`config.mk`:
```
export PLATFORM = sky130hd
export DESIGN_NAME = fram_bank_arbiter
export DESIGN_NICKNAME = d
export VERILOG_FILES = /design/src/rtl/fram_pkg.sv /design/src/rtl/fram_rsp_pipe.sv /design/src/rtl/fram_bank_arbiter.sv
export SDC_FILE = /design/constraint.sdc
export NUM_CORES = 1
export LEC_CHECK = 0
export CORE_AREA = 2 2 98 100
export DETAILED_ROUTE_END_ITERATION = 8
export DIE_AREA = 0 0 100 102
export MAX_ROUTING_LAYER = met4
export PLACE_DENSITY = 0.83
export SLEW_MARGIN = 10
export SYNTH_ARGS = -nofsm -noshare
export SYNTH_HDL_FRONTEND = slang
export SYNTH_HIERARCHICAL = 1
export SYNTH_SLANG_ARGS = --single-unit
```
`constraint.sdc`:
```
create_clock -name clk -period 2.37 [get_ports clk]
set_clock_uncertainty 0.1 [all_clocks]
set_input_delay 0.237 -clock clk [delete_from_list [all_inputs] [get_ports clk]]
set_output_delay 0.237 -clock clk [all_outputs]
set_load 0.02 [all_outputs]
```
`src/rtl/fram_pkg.sv`:
```
// Shared definitions for the FRAM bank arbiter: default parameters, the response
// pipeline stage type and the address-to-bank split helpers.
package fram_pkg;

  localparam int DEF_NUM_BANKS  = 4;
  localparam int DEF_ADDR_W     = 12;
  localparam int DEF_DATA_W     = 16;
  localparam int DEF_RD_LAT     = 1;
  localparam int DEF_INTERLEAVE = 0;
  localparam int DEF_STARVE_MAX = 3;
  localparam int DEF_BANK_W     = $clog2(DEF_NUM_BANKS);

  typedef struct packed {
    logic                  valid;
    logic [DEF_BANK_W-1:0] bank;
  } rsp_stage_t;

  // Bank index: MSBs for a linear layout, LSBs when consecutive words interleave.
  function automatic logic [31:0] bank_of(input logic [31:0] addr, input int addr_w,
                                          input int bank_w, input bit interleave);
    logic [31:0] mask;
    mask = (32'd1 << bank_w) - 32'd1;
    if (interleave)
      return addr & mask;
    else
      return (addr >> (addr_w - bank_w)) & mask;
  endfunction

  function automatic logic [31:0] bank_addr_of(input logic [31:0] addr, input int addr_w,
                                               input int bank_w, input bit interleave);
    logic [31:0] mask;
    mask = (32'd1 << (addr_w - bank_w)) - 32'd1;
    if (interleave)
      return addr >> bank_w;
    else
      return addr & mask;
  endfunction

endpackage

```
`src/rtl/fram_rsp_pipe.sv`:
```
// Fixed-depth shift register carrying {valid, bank} alongside the BRAM read latency.
module fram_rsp_pipe
  import fram_pkg::*;
#(
  parameter int  DEPTH   = DEF_RD_LAT,
  parameter type stage_t = rsp_stage_t
) (
  input  logic   clk,
  input  logic   rst_n,
  input  stage_t d,
  output stage_t q
);

  stage_t stage_reg [DEPTH];

  always_ff @(posedge clk) begin
    if (!rst_n) begin
      for (int i = 0; i < DEPTH; i++) stage_reg[i] <= '0;
    end else begin
      stage_reg[0] <= d;
      for (int i = 1; i < DEPTH; i++) stage_reg[i] <= stage_reg[i-1];
    end
  end

  assign q = stage_reg[DEPTH-1];

endmodule

```
`src/rtl/fram_bank_arbiter.sv`:
```
// Registered read/write arbiter onto NUM_BANKS single-port BRAM banks, with a
// starvation guard for the read port and a saturating conflict counter.
module fram_bank_arbiter
  import fram_pkg::*;
#(
  parameter int  NUM_BANKS  = DEF_NUM_BANKS,
  parameter int  ADDR_W     = DEF_ADDR_W,
  parameter int  DATA_W     = DEF_DATA_W,
  parameter int  RD_LAT     = DEF_RD_LAT,
  parameter int  INTERLEAVE = DEF_INTERLEAVE,
  parameter int  STARVE_MAX = DEF_STARVE_MAX,
  localparam int BANK_AW    = ADDR_W - $clog2(NUM_BANKS)
) (
  input  logic                               clk,
  input  logic                               rst_n,
  input  logic                               rd_valid,
  output logic                               rd_ready,
  input  logic [ADDR_W-1:0]                  rd_addr,
  output logic                               rsp_valid,
  output logic [DATA_W-1:0]                  rsp_data,
  input  logic                               wr_valid,
  output logic                               wr_ready,
  input  logic [ADDR_W-1:0]                  wr_addr,
  input  logic [DATA_W-1:0]                  wr_data,
  output logic [NUM_BANKS-1:0][BANK_AW-1:0]  bram_addr,
  output logic [NUM_BANKS-1:0][DATA_W-1:0]   bram_wdata,
  output logic [NUM_BANKS-1:0]               bram_we,
  output logic [NUM_BANKS-1:0]               bram_en,
  input  logic [NUM_BANKS-1:0][DATA_W-1:0]   bram_rdata,
  output logic [15:0]                        conflict_cnt
);

  localparam int BANK_W = $clog2(NUM_BANKS);
  localparam int SC_W   = $clog2(STARVE_MAX + 1);
  localparam bit ILV    = (INTERLEAVE != 0);

  typedef struct packed {
    logic              valid;
    logic [BANK_W-1:0] bank;
  } stage_t;

  logic [BANK_W-1:0]  rd_bank, wr_bank;
  logic [BANK_AW-1:0] rd_baddr, wr_baddr;
  logic               conflict, force_rd, rd_gnt, wr_gnt;
  logic [SC_W-1:0]    starve_cnt_reg;
  logic [15:0]        conflict_cnt_reg;
  stage_t             rsp_in, rsp_out;

  assign rd_bank  = BANK_W'(bank_of(32'(rd_addr), ADDR_W, BANK_W, ILV));
  assign wr_bank  = BANK_W'(bank_of(32'(wr_addr), ADDR_W, BANK_W, ILV));
  assign rd_baddr = BANK_AW'(bank_addr_of(32'(rd_addr), ADDR_W, BANK_W, ILV));
  assign wr_baddr = BANK_AW'(bank_addr_of(32'(wr_addr), ADDR_W, BANK_W, ILV));

  // Writes win same-bank conflicts until the read has lost STARVE_MAX times in a row.
  assign conflict = rd_valid && wr_valid && (rd_bank == wr_bank);
  assign force_rd = (starve_cnt_reg == SC_W'(STARVE_MAX));
  assign rd_gnt   = rst_n && rd_valid && (!conflict || force_rd);
  assign wr_gnt   = rst_n && wr_valid && (!conflict || !force_rd);
  assign rd_ready = rd_gnt;
  assign wr_ready = wr_gnt;

  genvar gi;
  for (gi = 0; gi < NUM_BANKS; gi++) begin : g_bank
    logic rd_hit, wr_hit;
    assign rd_hit          = rd_gnt && (rd_bank == BANK_W'(gi));
    assign wr_hit          = wr_gnt && (wr_bank == BANK_W'(gi));
    assign bram_en[gi]     = rd_hit || wr_hit;
    assign bram_we[gi]     = wr_hit;
    assign bram_addr[gi]   = wr_hit ? wr_baddr : (rd_hit ? rd_baddr : '0);
    assign bram_wdata[gi]  = wr_hit ? wr_data : '0;
  end

  always_ff @(posedge clk) begin
    if (!rst_n) begin
      starve_cnt_reg   <= '0;
      conflict_cnt_reg <= '0;
    end else begin
      if (!rd_valid || rd_gnt)
        starve_cnt_reg <= '0;
      else if (conflict)
        starve_cnt_reg <= starve_cnt_reg + SC_W'(1);
      if (conflict && (conflict_cnt_reg != 16'hFFFF))
        conflict_cnt_reg <= conflict_cnt_reg + 16'd1;
    end
  end

  assign conflict_cnt = conflict_cnt_reg;

  assign rsp_in.valid = rd_gnt;
  assign rsp_in.bank  = rd_bank;

  fram_rsp_pipe #(
    .DEPTH   (RD_LAT),
    .stage_t (stage_t)
  ) u_rsp_pipe (
    .clk   (clk),
    .rst_n (rst_n),
    .d     (rsp_in),
    .q     (rsp_out)
  );

  assign rsp_valid = rsp_out.valid;
  assign rsp_data  = rsp_out.valid ? bram_rdata[rsp_out.bank] : '0;

endmodule

```
==> results.cfg, run 1 <==
[status]
outcome = complete, no violations

[hold_path]
hold_path_class = in -> reg

[logic_synthesis]
yosys_warnings = 6
synth_top_cells_by_count = 86 x and2_1, 30 x a22o_1, 21 x dfxtp_1, 16 x mux4_2, 15 x clkbuf_1
ys_ff_latch = 21
synth-main-ff-cell = dfxtp_1
synth_top_area_frac = 0.215
synth_edf_count = 0
ys_seq_area_frac = 0.168
syn_area_mm2 = 0.00251
yosysTopAreaCell = and2_1
synth_nets = 406
synthCells = 296
async_flop_share = 0
yosys-top-cells-area = and2_1 21%, dfxtp_1 17%, mux4_2 14%
yosysUniqueCellTypes = 39
avgSynthCellArea_um2 = 8.47
synth.most_common_cell = and2_1

[detailed_routing]
drtIter0Drc = 160
drt_pass1_iterations = 4
avgViaCountPerCell = 5.41
drt-wirelength-per-cell_um = 21.4
drc = 0
drtAntennaViolNets = 0
routed_wl_um = 14500
num_vias = 3660

[power]
p_leak_nw = 2.58
p_total_mw = 1.27
powerDensity_mw_per_mm2 = 224
worst_ir_drop_vdd_uv = 193

[setup_path]
cp-start-kind = flop
cp_cell_sequence = ha_4 -> inv_2 -> o41ai_4 -> buf_4 -> buf_6 -> nor3_4 -> buf_12 -> buf_12 -> a22o_1 -> buf_6
max_stage_delay_ns = 0.36
end_kind = output port
cp.required_ns = 2.03
worstPathMaxFanout = 7
arrival_ns = 2.02
crit_slowest_cell = dfxtp_2
path_class = reg -> out

[global_route]
grt_antenna_before_repair = 0
busiest_layer = met2
grt_pass1_wl_um = 20100
grt_overflow = 0
grt_pass1_vias = 3615
met3_usage = 0.0698
use_met2 = 0.452
grt.total_usage = 0.262
grt_use_met1 = 0.292
grt_start_max_net_pins = 31

[clock_tree]
clk_pin_slew_ns = 0.07
cts_buffer_depth = 2
h-tree-depth = 1
cts_hold_buf = 0
insertion_delay_ns = 0.26
cts_root_buf = clkbuf_8
cts_tree = done
clkSinkCount = 21
cts_buffers = 3

[die]
core_area_mm2 = 0.00911
fp.dieH_um = 102
die_width_um = 100
fp-row-count = 35
num_io_pins = 255
fp.dieArea_mm2 = 0.0102
initial_core_util = 0.275

[sta]
min_period_over_period = 0.996
hold_violations = 0
finalCriticalPeriod_ns = 2.36
hold_ws_ns = 0.307
setup_tns_ns = 0
slew_headroom = 0.663
rsz0062_at_grt = true
setup_viol = 0
drv_slew = 0
max_freq_ghz = 0.424
tightestPinTransition_ns = 0.505

[placed_design]
dp_hpwl_um = 10400
gp_congestion = 0.897
post_dp_cell_area_mm2 = 0.00532
portBuffers = 254
dp.cells = 656

[layout]
largest_reg_flops = 16
antennaDiodeCount = 0
instances_no_fill = 677
syn2layout_area_growth_pct = 126
drive_gt1_frac = 0.403
post-route-cell-area_mm2 = 0.00565
final_net_count = 677

[job]
maxCapViolations = 0
[cell usage in the layout, fill, tap and decap left out, types with 3 or more instances in the layout]
cell,Yosys,routed
nand2_1,13,12
buf_12,0,7
clkdlybuf4s50_1,0,118
a22o_1,30,30
buf_6,0,67
dlymetal6s2s_1,0,6
or2_4,0,3
clkbuf_2,0,10
or3_1,3,3
buf_2,12,41
o31ai_1,8,8
or4_1,8,8
and3_1,5,4
mux4_2,16,16
o21ai_0,3,3
nand4_1,5,5
dfxtp_1,21,19
nor4_1,5,5
dlygate4sd2_1,0,15
inv_1,5,4
and2_1,86,59
and2_4,0,27
clkbuf_8,0,3
buf_16,0,4
nand2b_1,5,5
a21oi_1,11,11
nor3b_4,0,3
a32o_1,10,8
buf_4,4,24
mux2i_1,4,4
[layer usage]
metal  routed length, um  vias up
li1                    -     1659
met5                   0        -
met1                5240     1744
met2                7520      227
met4                 341        0
met3                1400       30
[through the flow]
step	setup slack [ns]	util
floorplan	0.0805	-
global placement	-0.806	0.584
detailed placement	-0.790	0.584
CTS	-0.106	0.613
global route	-0.0749	0.621
finish	0.00920	0.621
[cells by family after synthesis]
group	after synthesis	synth area share
AND/OR/NAND/NOR	146	0.364
AO/OA/AOI/OAI	68	0.224
buffers and inverters	37	0.0674
flip-flops	21	0.168
multiplexers	20	0.160
XOR/XNOR	2	0.00699
adder cells (fa/ha/maj)	2	0.00998
[worst max-delay path: cells and delay by family, from the launching register on]
family / cells / cell delay, ns
buf+inv: 6 / 0.76
compound gates: 2 / 0.42
flops: 1 / 0.36
fa+ha+maj: 1 / 0.17
simple gates: 1 / 0.05
[power breakdown]
group,total (mW),internal (mW),switching [mW]
sequential,0.361,0.356,0.00522
clock,0.238,0.120,0.118
combinational,0.666,0.382,0.284
[final cells by class]
cell class | instances | area [um2]
clock buffer | 4 | 45.0
fill | 757 | 3460
multi-input combinational | 238 | 2100
sequential | 21 | 423
tap | 111 | 139
timing repair buffer | 297 | 2920
inverter | 6 | 22.5
[final timing paths]
| kind | start | to | slack [ns] | depth (start not counted) |
|---|---|---|---|---|
| max | starve_cnt_reg[0]$_SDFFE_PP0P_ | bram_addr[9] | 0.009 | 10 |
| min | rd_addr[10] | u_rsp_pipe/stage_reg[0][0]$_SDFF_PN0_ | 0.31 | 3 |
| max reg2reg | conflict_cnt[0]$_SDFFE_PN0P_ | conflict_cnt[1]$_SDFFE_PN0P_ | 0.27 | 5 |
| min reg2reg | starve_cnt_reg[0]$_SDFFE_PP0P_ | starve_cnt_reg[0]$_SDFFE_PP0P_ | 0.36 | 1 |
[repair_timing]
item | CTS | global route
cloned | 8 | 1
setup endpoints to repair | 124 | 117
gates resized for setup | 611 | 54
pin swaps | 31 | 10
buffers inserted | 9 | 5
Note: power is estimated with default switching activity, not from simulation.
==> run 2: changes to the inputs <==
==> constraint.sdc (replaced) <==
create_clock -name clk -period 2.7 [get_ports clk]
set_clock_uncertainty 0.1 [all_clocks]
set_input_delay 0.27 -clock clk [delete_from_list [all_inputs] [get_ports clk]]
set_output_delay 0.27 -clock clk [all_outputs]
set_load 0.02 [all_outputs]
==> run 2 against run 1 <==
  * Routed wire length shrank 7.8%
  * Global-route usage decreased by 1.5 points
  * Sequential power shrank 12%
  * Critical endpoint is now bram_wdata[41]
  * Hold slack gained 0.011 ns
  * First-iteration DRC count is 8.1% higher
  * Combinational power fell by 20%
  * Flip-flop and latch count unchanged
  * Via count decreased by 3.7%
  * Clock power down 14%
  * Cell area is 4.0% lower
==> results.cfg, run 2 (same netlist as run 1, synthesis figures left out) <==
[detailed_routing]
num_vias = 3525
drt-wirelength-per-cell_um = 19.8
drtAntennaViolNets = 0
avgViaCountPerCell = 5.23
drtIter0Drc = 173
drc = 0
routed_wl_um = 13400
drt_pass1_iterations = 5

[global_route]
grt.total_usage = 0.247
grt_overflow = 0
grt_pass1_wl_um = 19200
grt_start_max_net_pins = 31
grt_antenna_before_repair = 2
grt_pass1_vias = 3543

[clock_tree]
clkSinkCount = 21
h-tree-depth = 1
cts_buffer_depth = 2
clk_pin_slew_ns = 0.08
insertion_delay_ns = 0.26
cts_root_buf = clkbuf_8
cts_hold_buf = 0
cts_buffers = 3
cts_tree = done

[die]
core_area_mm2 = 0.00911
num_io_pins = 255
fp.dieArea_mm2 = 0.0102
fp.dieH_um = 102
fp-row-count = 35
initial_core_util = 0.275
die_width_um = 100

[power]
power_frac_clock = 0.195
powerDensity_mw_per_mm2 = 194
p_sw_frac = 0.319
p_total_mw = 1.05
p_int_uw = 718
p_leak_nw = 2.32
worst_ir_drop_vdd_uv = 181
comb_power_share = 0.505
p_switching_uw = 336
power_frac_seq = 0.300

[sta]
hold_violations = 0
slew_headroom = 0.593
rsz0062_at_grt = true
drv_slew = 0
setup_viol = 0
max_freq_ghz = 0.379
min_period_over_period = 0.977
tightestPinTransition_ns = 0.611
hold_ws_ns = 0.318
finalCriticalPeriod_ns = 2.64

[job]
maxCapViolations = 0

[placed_design]
dp_hpwl_um = 10400
gp_congestion = 0.901
dp.cells = 656
post_dp_cell_area_mm2 = 0.00530
portBuffers = 254

[setup_path]
cp-endpoint = bram_wdata[41]
rr_startpoint = conflict_cnt[0]$_SDFFE_PN0P_
path_class = in -> out
cp-start-kind = input pin
r2r_cells = 5
cp.required_ns = 2.33
worstPathMaxFanout = 14
crit_start = wr_addr[10]
timing.rr.end = conflict_cnt[12]$_SDFFE_PN0P_
end_kind = output port
ff2ff_setup_slack_ns = 0.63
arrival_ns = 2.27

[layout]
post-route-cell-area_mm2 = 0.00543
multiInputGateArea_mm2 = 0.00199
instances_no_fill = 674
final_net_count = 672
mostFrequentLayoutCells = 135 x clkdlybuf4s50_1, 86 x and2_1, 35 x clkdlybuf4s15_1, 34 x dlygate4sd2_1, 30 x a22o_1
syn2layout_area_growth_pct = 116
fin_util = 0.596
register_area_um2 = 423
drive_gt1_frac = 0.223
layout_commonest_cell = clkdlybuf4s50_1
n_fill_cell = 809
largest_reg_flops = 16

[hold_path]
hold_path_class = in -> reg

[status]
outcome = complete, no violations
-- run 2: changes by cell type in the layout (fill, tap and decap cells not counted), moves of 17 or more --
cell	delta
buf_6	-60
clkdlybuf4s15_1	+34
and2_1	+27
and2_4	-27
clkdlybuf4s15_2	+20
buf_2	-19
dlygate4sd2_1	+19
clkdlybuf4s50_1	+17
-- run 2: critical path: stages --
cell,delay (ns)
dlygate4sd2_1,0.26
xor2_1,0.23
buf_4,0.18
o41ai_4,0.08
buf_4,0.15
buf_4,0.13
nor3b_4,0.24
bufbuf_16,0.33
and2_1,0.13
clkdlybuf4s15_2,0.27
-- run 2: metal layers --
metal,global-route usage,part of all wire,vias to the layer above
met5,-,0,-
met4,0.0622,0.014,0
met3,0.0643,0.099,14
met2,0.438,0.52,211
met1,0.277,0.37,1659
li1,-,-,1641
-- run 2: layout make-up --
cell class / instances / share of cell area
Timing Repair Buffer: 292 / 0.516
Multi-Input combinational cell: 238 / 0.367
Sequential cell: 21 / 0.0780
Tap cell: 111 / 0.0256
Clock buffer: 3 / 0.00761
Inverter: 6 / 0.00415
Clock inverter: 1 / 0.000923
Antenna cell: 2 / 0.000923
-- run 2: timing repair --
item,4_1_cts,5_1_grt
pin swaps,6,4
setup buffers,9,1
cloned,3,0
gates resized for setup,270,31
endpoints found under the setup margin,112,39
-- run 2: through the flow --
stage	setup TNS (ns)	setup slack, ns
after detailed placement	-37.22	-0.507
after floorplan	0	0.378
after global placement	-34.44	-0.543
final	0	0.0631
after global routing	-0.0624	-0.0134
after CTS	0	0.00479
-- run 2: worst min-delay path by stage --
stage | slack, ns | to | depth (start not counted) | start
2_1_floorplan | 0.29 | u_rsp_pipe/stage_reg[0][0]$_SDFF_PN0_ | 1 | rst_n
3_3_place_gp | 0.31 | starve_cnt_reg[0]$_SDFFE_PP0P_ | 1 | starve_cnt_reg[0]$_SDFFE_PP0P_
3_5_place_dp | 0.32 | starve_cnt_reg[0]$_SDFFE_PP0P_ | 1 | starve_cnt_reg[0]$_SDFFE_PP0P_
4_1_cts | 0.33 | starve_cnt_reg[0]$_SDFFE_PP0P_ | 3 | rd_valid
5_1_grt | 0.34 | starve_cnt_reg[0]$_SDFFE_PP0P_ | 3 | rd_valid
6_report | 0.32 | starve_cnt_reg[0]$_SDFFE_PP0P_ | 3 | rd_valid
-- run 2: power by group through the flow --
stage | Sequential (mW) | Clock [mW] | Combinational (mW)
global route | 0.318 | 0.223 | 0.560
global placement | 0.324 | 0 | 0.525
CTS | 0.317 | 0.207 | 0.529
floorplan | 0.323 | 0 | 0.200
detailed placement | 0.324 | 0 | 0.535
finish | 0.317 | 0.205 | 0.532
